### config.mk
export PLATFORM = sky130hd
export DESIGN_NAME = imm_gen_pipe
export DESIGN_NICKNAME = d
export VERILOG_FILES = /design/src/rtl/imm_gen_pipe.sv
export SDC_FILE = /design/constraint.sdc
export NUM_CORES = 1
export LEC_CHECK = 0
export ABC_CLOCK_PERIOD_IN_PS = 3800
export BUFFER_PORTS_ARGS = -buffer_cell sky130_fd_sc_hd__buf_2
export CORE_MARGIN = 2
export CORE_UTILIZATION = 45
export CTS_CLUSTER_DIAMETER = 60
export DETAILED_ROUTE_END_ITERATION = 10
export GPL_TIMING_DRIVEN = 0
export PLACE_DENSITY = 0.66
export SYNTH_ARGS = -nofsm -noshare
export SYNTH_HDL_FRONTEND = slang
export SYNTH_SLANG_ARGS = --single-unit
export TNS_END_PERCENT = 10
### constraint.sdc
create_clock -name clk -period 3.8 [get_ports clk]
set_clock_uncertainty 0.1 [all_clocks]
set_input_delay 0.19 -clock clk [delete_from_list [all_inputs] [get_ports clk]]
set_output_delay 0.19 -clock clk [all_outputs]
set_load 0.01 [all_outputs]
### src/rtl/imm_gen_pipe.sv
// Pipelined RISC-V immediate generator with registered, back-pressurable output.
// An optional skid entry keeps in_ready a pure register output.
module imm_gen_pipe #(
    parameter int XLEN          = 32,
    parameter int SUPPORT_ZICSR = 1,
    parameter int SKID          = 1,
    parameter int TAG_W         = 4
) (
    input  logic             clk,
    input  logic             reset,
    input  logic             in_valid,
    output logic             in_ready,
    input  logic [31:0]      in_instr,
    input  logic [TAG_W-1:0] in_tag,
    output logic             out_valid,
    input  logic             out_ready,
    output logic [XLEN-1:0]  out_imm,
    output logic [2:0]       out_fmt,
    output logic             out_illegal,
    output logic [TAG_W-1:0] out_tag,
    output logic [15:0]      illegal_count
);

    localparam logic [2:0] FMT_NONE = 3'd0;
    localparam logic [2:0] FMT_I    = 3'd1;
    localparam logic [2:0] FMT_S    = 3'd2;
    localparam logic [2:0] FMT_B    = 3'd3;
    localparam logic [2:0] FMT_U    = 3'd4;
    localparam logic [2:0] FMT_J    = 3'd5;
    localparam logic [2:0] FMT_Z    = 3'd6;

    logic [XLEN-1:0] imm_i, imm_s, imm_b, imm_u, imm_j, imm_z;
    logic [XLEN-1:0] dec_imm;
    logic [2:0]      dec_fmt;
    logic            dec_ill;

    assign imm_i = {{(XLEN-12){in_instr[31]}}, in_instr[31:20]};
    assign imm_s = {{(XLEN-12){in_instr[31]}}, in_instr[31:25], in_instr[11:7]};
    assign imm_b = {{(XLEN-12){in_instr[31]}}, in_instr[7], in_instr[30:25], in_instr[11:8], 1'b0};
    // Shifting the sign-extended upper field avoids a zero-width replication at XLEN=32.
    assign imm_u = {{(XLEN-20){in_instr[31]}}, in_instr[31:12]} << 12;
    assign imm_j = {{(XLEN-20){in_instr[31]}}, in_instr[19:12], in_instr[20], in_instr[30:21], 1'b0};
    assign imm_z = {{(XLEN-5){1'b0}}, in_instr[19:15]};

    always_comb begin
        dec_imm = '0;
        dec_fmt = FMT_NONE;
        dec_ill = 1'b0;
        if (in_instr[1:0] != 2'b11) begin
            dec_ill = 1'b1;
        end else begin
            case (in_instr[6:0])
                7'b0000011, 7'b0010011, 7'b1100111: begin
                    dec_imm = imm_i;
                    dec_fmt = FMT_I;
                end
                7'b0011011: begin
                    if (XLEN == 64) begin
                        dec_imm = imm_i;
                        dec_fmt = FMT_I;
                    end else begin
                        dec_ill = 1'b1;
                    end
                end
                7'b0100011: begin
                    dec_imm = imm_s;
                    dec_fmt = FMT_S;
                end
                7'b1100011: begin
                    dec_imm = imm_b;
                    dec_fmt = FMT_B;
                end
                7'b0110111, 7'b0010111: begin
                    dec_imm = imm_u;
                    dec_fmt = FMT_U;
                end
                7'b1101111: begin
                    dec_imm = imm_j;
                    dec_fmt = FMT_J;
                end
                7'b0110011: ;
                7'b0111011: dec_ill = (XLEN != 64);
                7'b1110011: begin
                    if (SUPPORT_ZICSR == 0) begin
                        dec_ill = 1'b1;
                    end else if (in_instr[14]) begin
                        dec_imm = imm_z;
                        dec_fmt = FMT_Z;
                    end else begin
                        dec_imm = imm_i;
                        dec_fmt = FMT_I;
                    end
                end
                default: dec_ill = 1'b1;
            endcase
        end
    end

    logic             out_valid_q, out_valid_d;
    logic [XLEN-1:0]  out_imm_q, out_imm_d;
    logic [2:0]       out_fmt_q, out_fmt_d;
    logic             out_ill_q, out_ill_d;
    logic [TAG_W-1:0] out_tag_q, out_tag_d;
    logic             skid_valid_q, skid_valid_d;
    logic [XLEN-1:0]  skid_imm_q, skid_imm_d;
    logic [2:0]       skid_fmt_q, skid_fmt_d;
    logic             skid_ill_q, skid_ill_d;
    logic [TAG_W-1:0] skid_tag_q, skid_tag_d;
    logic [15:0]      cnt_q, cnt_d;
    logic             in_xfer, out_xfer;

    always_comb begin
        if (SKID != 0) in_ready = !skid_valid_q;
        else           in_ready = !out_valid_q || out_ready;
        in_xfer  = in_valid && in_ready;
        out_xfer = out_valid_q && out_ready;

        out_valid_d  = out_valid_q;
        out_imm_d    = out_imm_q;
        out_fmt_d    = out_fmt_q;
        out_ill_d    = out_ill_q;
        out_tag_d    = out_tag_q;
        skid_valid_d = skid_valid_q;
        skid_imm_d   = skid_imm_q;
        skid_fmt_d   = skid_fmt_q;
        skid_ill_d   = skid_ill_q;
        skid_tag_d   = skid_tag_q;
        cnt_d        = cnt_q;

        if (skid_valid_q) begin
            // in_ready is low here, so only a drain can happen.
            if (out_xfer) begin
                out_imm_d    = skid_imm_q;
                out_fmt_d    = skid_fmt_q;
                out_ill_d    = skid_ill_q;
                out_tag_d    = skid_tag_q;
                skid_valid_d = 1'b0;
            end
        end else if (in_xfer) begin
            if (!out_valid_q || out_ready) begin
                out_valid_d = 1'b1;
                out_imm_d   = dec_imm;
                out_fmt_d   = dec_fmt;
                out_ill_d   = dec_ill;
                out_tag_d   = in_tag;
            end else begin
                skid_valid_d = 1'b1;
                skid_imm_d   = dec_imm;
                skid_fmt_d   = dec_fmt;
                skid_ill_d   = dec_ill;
                skid_tag_d   = in_tag;
            end
        end else if (out_xfer) begin
            out_valid_d = 1'b0;
        end

        if (out_xfer && out_ill_q && (cnt_q != 16'hFFFF)) cnt_d = cnt_q + 16'd1;
    end

    always_ff @(posedge clk or posedge reset) begin
        if (reset) begin
            out_valid_q  <= 1'b0;
            out_imm_q    <= '0;
            out_fmt_q    <= FMT_NONE;
            out_ill_q    <= 1'b0;
            out_tag_q    <= '0;
            skid_valid_q <= 1'b0;
            skid_imm_q   <= '0;
            skid_fmt_q   <= FMT_NONE;
            skid_ill_q   <= 1'b0;
            skid_tag_q   <= '0;
            cnt_q        <= 16'd0;
        end else begin
            out_valid_q  <= out_valid_d;
            out_imm_q    <= out_imm_d;
            out_fmt_q    <= out_fmt_d;
            out_ill_q    <= out_ill_d;
            out_tag_q    <= out_tag_d;
            skid_valid_q <= skid_valid_d;
            skid_imm_q   <= skid_imm_d;
            skid_fmt_q   <= skid_fmt_d;
            skid_ill_q   <= skid_ill_d;
            skid_tag_q   <= skid_tag_d;
            cnt_q        <= cnt_d;
        end
    end

    assign out_valid     = out_valid_q;
    assign out_imm       = out_imm_q;
    assign out_fmt       = out_fmt_q;
    assign out_illegal   = out_ill_q;
    assign out_tag       = out_tag_q;
    assign illegal_count = cnt_q;

endmodule

Word-level counts from Yosys, hierarchy flattened
Index checks and enable logic that the tools add are counted.
{"block": "word_totals", "output_inout_bits": 58, "wordCells": 75, "in_bits": 40, "register_bits": 98}
{"block": "op_classes", "addsub": 1, "mux": 31, "bitwise_logic": 2, "n_eq_ne": 14, "reduce_logical": 16}
{"op": "$mux 32", "count": 6}
{"op": "$pmux 32 s6", "count": 1}
{"op": "$eq 7x7->1 const B", "count": 4}
{"op": "$eq 7x6->1 const B", "count": 3}
{"op": "$mux 3", "count": 6}
{"op": "$pmux 3 s6", "count": 1}
{"op": "$add 16x1->16 const B", "count": 1}
{"op": "$mux 4", "count": 4}
{"op": "$ne 16x16->1 const B", "count": 1}
{"op": "$eq 7x5->1 const B", "count": 2}
{"op": "$mux 1", "count": 13}
{"op": "$reduce_or 10->1", "count": 1}
{"op": "$reduce_and 3->1", "count": 3}
{"op": "$eq 7x2->1 const B", "count": 1}
{"op": "$reduce_bool 2->1", "count": 3}
{"op": "$logic_and 1x1->1", "count": 4}
{"op": "$ne 2x1->1 const B", "count": 2}
{"op": "$reduce_or 3->1", "count": 1}
{"op": "$logic_not 1->1", "count": 2}
{"op": "$ne 2x2->1 const B", "count": 1}
{"op": "$not 1->1", "count": 2}
{"op": "$reduce_or 2->1", "count": 1}
{"op": "$logic_or 1x1->1", "count": 1}

Logic depth before layout (Yosys ltp)
Gate-level depths: netlist (run 1).
{"block": "depth", "depth_word": 7, "depth_mapped": 8, "mapped_depth_nobuf": 6}

Worst setup path after synthesis (run 1)
OpenSTA, ideal clock, no wires.
{"block": "synth_timing", "path_kind": "reg-to-reg", "startpoint": "register cnt_q[0], in the netlist illegal_count[0]", "endpoint": "register cnt_q[14], in the netlist illegal_count[14]", "setup_ns": 0.079, "path_stages_with_launch": 7, "required_time_ns": 3.621, "synth_period_minus_slack_ns": 2.072, "arrival_time_ns": 1.893, "path_buffers": 0, "path_slack_ns": 1.728, "path_cell_list": "dfrtp_1 > ha_1 > and3_1 > and3_1 > or4b_4 > nor4_2 > xor2_1"}
{"block": "synth_via", "elab_chain_cells": 2, "word_cells_on_any_way": 3, "cone_classes": "add/sub: 1; eq/ne: 1; reduce/logical: 1"}
{"item": "start, declared", "line_no": "109", "text": "logic [15:0] cnt_q, cnt_d;"}
{"item": "start signal, assigned", "line_no": "184", "text": "cnt_q <= cnt_d;"}
{"item": "branches (longest 2 deep; another with $add 16x1->16)"}
Several ways; the timed one is not identified.
A chain may end at the register's enable or synchronous reset.

Worst setup path after layout (run 1)
{"block": "layout_timing", "startpoint": "register skid_valid_q", "endpoint": "register skid_tag_q[3]"}
{"block": "layout_via", "elab_chain_cells": 3, "word_cells_on_any_way": 4, "cone_classes": "bitwise: 1; reduce/logical: 3"}
{"item": "start, declared", "line_no": "104", "text": "logic skid_valid_q, skid_valid_d;"}
{"item": "start signal, assigned", "line_no": "179", "text": "skid_valid_q <= skid_valid_d;"}
{"item": "$logic_not 1->1", "line_no": "113", "text": "if (SKID != 0) in_ready = !skid_valid_q;"}
{"item": "$logic_and 1x1->1", "line_no": "115", "text": "in_xfer = in_valid && in_ready;"}
{"item": "$reduce_and 3->1 (no line) (*)"}
{"item": "end signal, assigned", "line_no": "183", "text": "skid_tag_q <= skid_tag_d;"}
{"item": "end, declared", "line_no": "108", "text": "logic [TAG_W-1:0] skid_tag_q, skid_tag_d;"}
Mark *: on every way between the ends. The rest lies on a longest branch, timed or not.

==> impl_metrics.env, run 1 <==
export IMPL_run_status="completed"
export IMPL_cpPeakStageDelay_ps=420
export IMPL_synth_top_area_cell="dfrtp_1"
export IMPL_ioPinCount=98
export IMPL_die_h_um=106
export IMPL_drtPass1Iterations=6
export IMPL_wl_per_cell_um=17.0
export IMPL_drc=0
export IMPL_path_class="flop to flop"
export IMPL_final_common_cell="buf_2"
export IMPL_netlist_area_leader_share_pct=52.7
export IMPL_ys_warnings_count=0
export IMPL_drtIter0Drc=312
export IMPL_crit_buf_inv=5
export IMPL_leakagePower_uw=0.00264
export IMPL_antenna_cells=0
export IMPL_critPathTopFamily="buffers and inverters"
export IMPL_cts_tree="done"
export IMPL_end_kind="flop"
export IMPL_cts_resized=0
export IMPL_drive_above_1_share_pct=21.0
export IMPL_r2r_cells=8
export IMPL_hp_class="primary input to flop"
export IMPL_setup_viol_count_final=0
export IMPL_clkLatencyLatePin_ps=370
export IMPL_tightest_slew_ps=845
export IMPL_maxSlewHeadroom_pct=43.5
export IMPL_port_buffers=96
export IMPL_core_rowCount=37
export IMPL_overflow=0
export IMPL_cts_buffer_depth=2
export IMPL_mappedNetlistArea_um2=4660
export IMPL_vdd_drop_max_v=0.000395
export IMPL_cts_made_buffers=9
export IMPL_grt_setup_unrepaired="no"
export IMPL_arrival_ps=2740
export IMPL_hold_ws_ps=12.0
export IMPL_synth_seq_cells=98
export IMPL_finalNonFillerCells=775
export IMPL_cts_htree_levels=3
export IMPL_ant_nets=0
export IMPL_path_clk_slew_ps=100
export IMPL_start_util_pct=45.7
export IMPL_maxCapViolations=0
export IMPL_synth_main_ff_cell="dfrtp_1"
export IMPL_final_cell_mix="buf_2 (103), dfrtp_1 (98), nand2_1 (83)"
export IMPL_nets=675
export IMPL_cp_required_ps=3960
export IMPL_routed_via_count=4289
export IMPL_grt_pass1_wl_um=21400
export IMPL_syn_avg_cell_area_um2=9.17
export IMPL_p_per_area_nw_per_um2=680
export IMPL_period_minus_slack_ps=2580
export IMPL_synth_nets=549
export IMPL_fp_coreArea_um2=10200
export IMPL_max_freq_ghz=0.388
export IMPL_die_w_um=106
export IMPL_cp_start_kind="flop"
export IMPL_drv_slew=0
export IMPL_wl_um=13200
export IMPL_clock_sinks=98
export IMPL_hold_viol=0
export IMPL_grt_usage_pct=24.4
export IMPL_syn_inst=508
export IMPL_viasPerCell=5.53
export IMPL_postCtsSetupBuffers=0
export IMPL_antenna_found_initial=0
export IMPL_cp_max_fo=10
export IMPL_grt_max_degree=55
export IMPL_gp_congestion=0.880
export IMPL_seq_area_frac_synth_pct=52.7
export IMPL_synth_cell_types=40
export IMPL_placed_cells=741
export IMPL_die_area_um2=11200
export IMPL_syn_to_final_growth_pct=22.4
export IMPL_synth_edf_count=0
export IMPL_dp_hpwl_um=9180
export IMPL_min_path_cells=3
export IMPL_cts_root_buffer="clkbuf_8"
export IMPL_grt_pass1_vias=4142
export IMPL_critPathSlowestCell="clkbuf_1"
export IMPL_path_depth=8
export IMPL_fin_crit_sh_pct=67.8
export IMPL_async_flop_share_pct=100
export IMPL_ys_top_cells_by_area="dfrtp_1 (53%), nand2_1 (6.7%), a21oi_1 (6.1%)"
export IMPL_cts_hold_buf=18
export IMPL_crit_chain="buf_2 -> inv_1 -> clkbuf_1 -> buf_2 -> nand3_1 -> clkbuf_1 -> nand2_1 -> nand2_1"
==> path summary, 6_finish.rpt <==
kind	start	endpoint	slack (ps)
max in group asynchronous	reset	out_tag[0]$_DFFE_PP0P_	2600
min in group asynchronous	reset	out_imm[7]$_DFFE_PP0P_	330
worst min-delay path	in_instr[15]	out_imm[15]$_DFFE_PP0P_	10
worst max register to register	skid_valid_q$_DFF_PP0_	skid_tag_q[3]$_DFFE_PP0P_	1220
worst min register to register	skid_imm_q[11]$_DFFE_PP0P_	skid_imm_q[11]$_DFFE_PP0P_	370
worst max-delay path	skid_valid_q$_DFF_PP0_	skid_tag_q[3]$_DFFE_PP0P_	1220
==> worst min-delay path, stage by stage <==
cell	delay (ps)
buf_2	120
nand2_1	80
a21oi_1	60
==> through the flow <==
stage | worst slack, ps | total power [µW] | utilization [%] | TNS (ps) | cell area (µm²)
4_1_cts | 1250 | 3890 | 56.0 | 0 | 5700
3_3_place_gp | -247 | 3160 | 52.1 | -23630 | 5310
6_report | 1220 | 3880 | 56.0 | 0 | 5700
2_1_floorplan | 948 | 2600 | - | 0 | 4660
5_1_grt | 1060 | 4140 | 56.0 | 0 | 5700
3_5_place_dp | 1280 | 3210 | 52.4 | 0 | 5340
==> registers in the layout, indices dropped and copies added (netlist names) <==
signal and flops:
illegal_count 16, out_valid 1, skid_valid_q 1, out_illegal 1, out_fmt 3, skid_imm_q 32, skid_tag_q 4, skid_ill_q 1
out_tag 4, skid_fmt_q 3, out_imm 32
==> layer usage <==
metal	up-vias	track usage [%]	share of wire, %
met1	2079	34.7	46
met2	158	38.0	47
li1	2030	-	-
met4	0	8.93	1.9
met5	-	0	0
met3	22	3.65	5.8
==> where the power goes <==
part / switching [µW] / total, µW / internal (µW) / leakage, µW
logic: 951 / 1540 / 594 / 0.00132
clock network: 378 / 656 / 278 / 0.0000940
registers: 236 / 1680 / 1440 / 0.00123
total: 1570 / 3880 / 2310 / 0.00264
==> synthesized netlist by cell type, types with 8 or more instances <==
cell,instances
clkbuf_1,22
nand2_1,83
a21oi_1,57
dfrtp_1,98
xor2_1,8
nand3_1,22
o21ai_0,52
a31oi_1,22
nor2_1,36
or3_1,25
and3_1,9
==> final cells by class <==
type	count	area (µm²)
Timing Repair Buffer	115	688
Buffer	32	151
Fill cell	940	4490
Clock inverter	3	22.5
Inverter	4	17.5
Multi-Input combinational cell	374	2040
Tap cell	136	170
Clock buffer	13	159
Sequential cell	98	2450
==> logic make-up after synthesis <==
| group | count (synthesis) | synth area share (%) |
|---|---|---|
| DFF | 98 | 52.7 |
| xor gates and xnor gates | 13 | 2.44 |
| buffers and inverters | 36 | 3.57 |
| muxes | 8 | 1.77 |
| adders and majority gates | 1 | 0.269 |
| AOI/OAI and AO/OA | 142 | 16.9 |
| and+or+nand+nor | 210 | 22.4 |
(Power assumes the default switching activity.)
==> inputs of run 2 (changes only) <==
ABC_CLOCK_PERIOD_IN_PS = 2200   (was 3800)
PLACE_DENSITY = 0.68   (was 0.66)
clock period = 2.2 ns   (was 3.8 ns; I/O delays follow)
==> run 2 against run 1 <==
- non-clock buffer count grew 11
- worst hold slack improved by 62 ps
- maximum frequency rose by 23%
- via count rose by 1.3%
- worst setup slack worse by 1100 ps
- clock power is 87% higher
- clock-buffer cell count down 1
- sequential power is 73% higher
- utilization increased by 2.0 points
- global-route usage is essentially flat
- sequential share of layout area fell by 1.4 points
- combinational power increased by 78%
- critical path type unchanged
==> impl_metrics.env, run 2 (synthesis gave the netlist of run 1 again) <==
export IMPL_run_status="completed"
export IMPL_die_area_um2=11200
export IMPL_overflow=0
export IMPL_period_minus_slack_ps=2090
export IMPL_crit_chain="ha_2 -> and3_4 -> and3_1 -> or4b_4 -> nor3_2 -> xor2_1"
export IMPL_cts_htree_levels=3
export IMPL_wl_per_cell_um=16.8
export IMPL_grt_pass1_vias=4185
export IMPL_final_common_cell="buf_2"
export IMPL_end_kind="flop"
export IMPL_r2r_cells=6
export IMPL_rrSetupSlack_ps=110
export IMPL_routed_via_count=4344
export IMPL_gp_congestion=0.877
export IMPL_cts_made_buffers=9
export IMPL_stdcell_area_um2=5900
export IMPL_die_h_um=106
export IMPL_gr_usage_met3_pct=4.02
export IMPL_drc=0
export IMPL_min_path_cells=4
export IMPL_arrival_ps=2300
export IMPL_fillers=940
export IMPL_ant_nets=0
export IMPL_max_freq_ghz=0.479
export IMPL_syn_to_final_growth_pct=26.7
export IMPL_maxCapViolations=0
export IMPL_antenna_found_initial=0
export IMPL_finalNonFillerCells=786
export IMPL_cp_start_kind="flop"
export IMPL_port_buffers=96
export IMPL_r2r_start="illegal_count[1]$_DFFE_PP0P_"
export IMPL_drtPass1Iterations=5
export IMPL_grt_pass1_wl_um=21400
export IMPL_cts_root_buffer="clkbuf_8"
export IMPL_drv_slew=0
export IMPL_crit_start="illegal_count[1]$_DFFE_PP0P_"
export IMPL_placed_area_um2=5350
export IMPL_drtIter0Drc=285
export IMPL_grt_max_degree=42
export IMPL_setup_viol_count_final=0
export IMPL_final_cell_mix="buf_2 (102), dfrtp_1 (97), nand2_1 (83)"
export IMPL_antenna_cells=0
export IMPL_cts_buffer_depth=2
export IMPL_cpPeakStageDelay_ps=520
export IMPL_dp_hpwl_um=9360
export IMPL_drive_above_1_share_pct=24.2
export IMPL_crit_buf_inv=0
export IMPL_critPathTopFamily="simple AND/OR/NAND/NOR gates"
export IMPL_grt_use_met1_pct=34.7
export IMPL_maxSlewHeadroom_pct=48.9
export IMPL_path_depth=6
export IMPL_placed_cells=742
export IMPL_worstHoldStart="in_instr[0]"
export IMPL_fin_crit_sh_pct=94.9
export IMPL_hold_viol=0
export IMPL_clock_sinks=98
export IMPL_clkLatencyLatePin_ps=380
export IMPL_grt_busiest_layer="met2"
export IMPL_viasPerCell=5.53
export IMPL_core_rowCount=37
export IMPL_p_total_uw=6870
export IMPL_cp_max_fo=5
export IMPL_final_setup_tns_ps=0
export IMPL_path_clk_slew_ps=90
export IMPL_start_util_pct=45.7
export IMPL_leakagePower_uw=0.00274
export IMPL_cts_tree="done"
export IMPL_ioPinCount=98
export IMPL_wl_um=13200
export IMPL_critPathSlowestCell="or4b_4"
export IMPL_die_w_um=106
export IMPL_grtUsageMet2_pct=38.0
export IMPL_path_class="flop to flop"
export IMPL_grt_usage_pct=24.4
export IMPL_tightest_slew_ps=764
export IMPL_p_per_area_nw_per_um2=1170
export IMPL_vdd_drop_max_v=0.000532
export IMPL_cp_required_ps=2410
export IMPL_fp_coreArea_um2=10200
export IMPL_nets=686
export IMPL_hp_class="primary input to flop"
==> run 2: cell count changes in the layout (fill, tap and decap cells not counted), moves of 2 or more <==
| cell | delta |
|---|---|
| nor3_2 | +2 |
| clkbuf_1 | -13 |
| clkinvlp_4 | +3 |
| clkbuf_2 | +10 |
| dlygate4sd3_1 | +10 |
| clkbuf_4 | +2 |
| buf_12 | +2 |
| nor3_1 | -2 |
==> run 2: where the power goes <==
part,total [µW],switching [µW],internal (µW)
Clock,1230,641,587
Combinational,2740,1650,1090
Sequential,2900,411,2490
Total,6870,2700,4170
==> run 2: metal layers <==
metal	part of all wire, %	vias up
met3	6.0	17
met4	1.8	0
met5	0	-
met1	45	2077
li1	-	2068
met2	47	182
==> run 2: what timing repair did <==
action | in CTS | in global routing
pin swaps | 0 | 2
buffers inserted | 0 | 0
resized for setup | 9 | 24
hold buffers | 28 | 0
setup endpoints to repair | 48 | 72
endpoints found under the hold margin | 88 | 0
==> run 2: final timing paths <==
path                                            endpoint
setup / recovery           illegal_count[12]$_DFFE_PP0P_
hold / removal                    skid_ill_q$_DFFE_PP0P_
setup reg to reg           illegal_count[12]$_DFFE_PP0P_
hold reg to reg               skid_imm_q[11]$_DFFE_PP0P_
max in group asynchronous     skid_imm_q[29]$_DFFE_PP0P_
min in group asynchronous  illegal_count[14]$_DFFE_PP0P_
==> run 2: area by class of cell <==
class	instances	area [µm²]	share of cell area (%)
flip-flops and latches	98	2450	41.6
multi-input cells	374	2080	35.2
repair buffers	126	801	13.6
plain buffers	32	174	2.95
well taps	136	170	2.88
clock buffers	12	155	2.63
clock inverters	4	50.0	0.848
inverters	4	18.8	0.318
==> run 2: tightest hold or removal path: stages <==
cell and delay, ps:
buf_2 140, nand2_1 60, a21oi_1 60, o21ai_0 150
==> run 2: metrics by stage <==
step	hold slack (ps)	setup WS, ps	util (%)
finish	74.1	112	57.9
global route	113	-13.2	57.9
CTS	67.6	-28.3	57.5
detailed placement	87.3	-319	52.5
global placement	221	-299	52.1
floorplan	95.7	128	-
==> inputs of run 3 (changes only) <==
--- a/config.mk
+++ b/config.mk
@@ -7,11 +7,11 @@
 export LEC_CHECK = 0
 export ABC_CLOCK_PERIOD_IN_PS = 2200
-export BUFFER_PORTS_ARGS = -buffer_cell sky130_fd_sc_hd__buf_2
 export CORE_MARGIN = 2
 export CORE_UTILIZATION = 45
 export CTS_CLUSTER_DIAMETER = 60
 export DETAILED_ROUTE_END_ITERATION = 10
+export DONT_BUFFER_PORTS = 1
 export GPL_TIMING_DRIVEN = 0
-export PLACE_DENSITY = 0.68
+export PLACE_DENSITY = 0.6
 export SYNTH_ARGS = -nofsm -noshare
 export SYNTH_HDL_FRONTEND = slang
==> constraint.sdc (replaced) <==
create_clock -name clk -period 2.2 [get_ports clk]
set_clock_uncertainty 0.1 [all_clocks]
set_input_delay 0.22 -clock clk [delete_from_list [all_inputs] [get_ports clk]]
set_output_delay 0.22 -clock clk [all_outputs]
set_load 0.01 [all_outputs]
==> run 3 against run 2 <==
- first-iteration DRC count is 15% lower
- flip-flop and latch count is the same
- die area unchanged
- combinational power is 23% lower
- global-route usage grew 0.49 points
- critical path depth unchanged
- final area decreased by 7.7%
- non-clock buffer count shrank 94
- maximum frequency down 3.5%
- sequential share of layout area grew 3.5 points
==> impl_metrics.env, run 3 (synthesis gave the netlist of run 1 again) <==
export IMPL_period_minus_slack_ps=2160
export IMPL_path_class="flop to flop"
export IMPL_fp_coreArea_um2=10200
export IMPL_start_util_pct=45.7
export IMPL_seq_power_share_pct=48.9
export IMPL_placed_cells=646
export IMPL_final_common_cell="dfrtp_1"
export IMPL_finalNonFillerCells=692
export IMPL_drtIter0Drc=241
export IMPL_grt_setup_unrepaired="yes"
export IMPL_leakagePower_uw=0.00234
export IMPL_clkLatencyLatePin_ps=370
export IMPL_timing_final_ws_setup_ps=35.1
export IMPL_wl_um=13400
export IMPL_comb_power_share_pct=32.1
export IMPL_clock_sinks=98
export IMPL_p_clk_share_pct=19.0
export IMPL_worstHoldStart="in_instr[1]"
export IMPL_ioPinCount=98
export IMPL_arrival_ps=2360
export IMPL_cts_tree="done"
export IMPL_cp_required_ps=2400
export IMPL_p_per_area_nw_per_um2=1200
export IMPL_grt_max_degree=40
export IMPL_port_buffers=0
export IMPL_seqCellArea_um2=2460
export IMPL_drtPass1Iterations=7
export IMPL_placed_area_um2=4870
export IMPL_path_clk_slew_ps=100
export IMPL_crit_start="illegal_count[0]$_DFFE_PP0P_"
export IMPL_hold_viol=0
export IMPL_fin_crit_sh_pct=98.4
export IMPL_grt_pass1_vias=4045
export IMPL_viasPerCell=5.78
export IMPL_dp_hpwl_um=9210
export IMPL_maxSlewHeadroom_pct=45.0
export IMPL_grt_pass1_wl_um=21500
export IMPL_nets=592
export IMPL_power_switching_uw=2680
export IMPL_hold_ws_ps=25.9
export IMPL_vdd_drop_max_v=0.000506
export IMPL_die_w_um=106
export IMPL_die_area_um2=11200
export IMPL_multi_input_area_um2=2080
export IMPL_core_rowCount=37
export IMPL_grt_usage_pct=24.9
export IMPL_gp_congestion=0.896
export IMPL_maxCapViolations=0
export IMPL_tightest_slew_ps=824
export IMPL_stdcell_area_um2=5450
export IMPL_die_h_um=106
export IMPL_syn_to_final_growth_pct=16.9
export IMPL_post_place_ws_ps=-360
export IMPL_drv_slew=0
export IMPL_r2r_start="illegal_count[0]$_DFFE_PP0P_"
export IMPL_cp_start_kind="flop"
export IMPL_overflow=0
export IMPL_antenna_cells=0
export IMPL_routed_via_count=4000
export IMPL_fillers=950
export IMPL_max_freq_ghz=0.462
export IMPL_post_route_util_pct=53.5
export IMPL_power_internal_uw=3860
export IMPL_run_status="completed"
export IMPL_cts_buffer_depth=2
export IMPL_cts_made_buffers=9
export IMPL_cp_max_fo=5
export IMPL_cts_root_buffer="clkbuf_8"
export IMPL_drc=0
export IMPL_setup_viol_count_final=0
export IMPL_ant_nets=0
export IMPL_wl_per_cell_um=19.3
export IMPL_drive_above_1_share_pct=11.3
export IMPL_antenna_found_initial=0
export IMPL_netSwitchingFraction_pct=41.0
export IMPL_hp_class="primary input to flop"
export IMPL_cts_htree_levels=3
export IMPL_final_cell_mix="dfrtp_1 (95), nand2_1 (83), a21oi_1 (56)"
export IMPL_end_kind="flop"
[run 3: cell count changes in the layout (fill, tap and decap cells not counted), moves of 2 or more]
cell,previous run,this run
clkbuf_8,11,9
buf_2,102,6
clkinv_4,0,2
dfrtp_1,97,95
inv_6,0,2
dfrtp_2,1,3
[run 3: worst max-delay path, stage by stage (launching register included)]
cell     delay, ps
dfrtp_2        480
ha_4           180
and3_4         200
and3_1         170
or4b_4         520
nor4_4         280
xor2_1         170
[run 3: worst paths after layout]
check / to / slack (ps) / depth (start not counted)
worst min-delay path: out_illegal$_DFFE_PP0P_ / 30 / 3
worst max register to register: illegal_count[14]$_DFFE_PP0P_ / 40 / 6
max in group asynchronous: out_imm[8]$_DFFE_PP0P_ / 780 / 4
min in group asynchronous: illegal_count[15]$_DFFE_PP0P_ / 360 / 2
worst max-delay path: illegal_count[14]$_DFFE_PP0P_ / 40 / 6
worst min register to register: skid_imm_q[11]$_DFFE_PP0P_ / 370 / 2
[run 3: routing by layer]
| layer | vias up | wire (µm) | track usage (%) |
|---|---|---|---|
| li1 | 1865 | - | - |
| met1 | 1986 | 5850 | 33.6 |
| met2 | 137 | 6330 | 38.8 |
| met3 | 12 | 1010 | 6.74 |
| met4 | 0 | 160 | 8.55 |
| met5 | - | 0 | 0 |
[run 3: layout make-up]
type / count / area share [%]
tap: 136 / 3.12
multi-input combinational: 374 / 38.2
sequential: 98 / 45.1
buffer: 32 / 3.17
clock inverter: 7 / 1.54
inverter: 4 / 0.345
clock buffer: 9 / 2.27
timing repair buffer: 32 / 6.20
[run 3: through the flow]
stage	TNS, ps	total power (µW)
finish	0	6540
global route	-183	7020
CTS	0	6540
detailed placement	-10980	5160
global placement	-9800	5080
floorplan	0	4490
[run 3: power by group through the flow]
| stage | registers, µW | clock network [µW] | logic (µW) |
|---|---|---|---|
| after global routing | 3290 | 1350 | 2380 |
| final | 3200 | 1240 | 2100 |
| after detailed placement | 3220 | 0 | 1940 |
| after global placement | 3190 | 0 | 1890 |
| after CTS | 3200 | 1270 | 2080 |
| after floorplan | 3040 | 0 | 1450 |
[run 3: timing repair]
action / 4_1_cts / 5_1_grt
hold buffers: 29 / 0
hold endpoints to repair: 107 / 0
endpoints found under the setup margin: 64 / 56
setup buffers: 0 / 1
resized for setup: 18 / 14
pin swaps: 0 / 1
cloned: 0 / 0
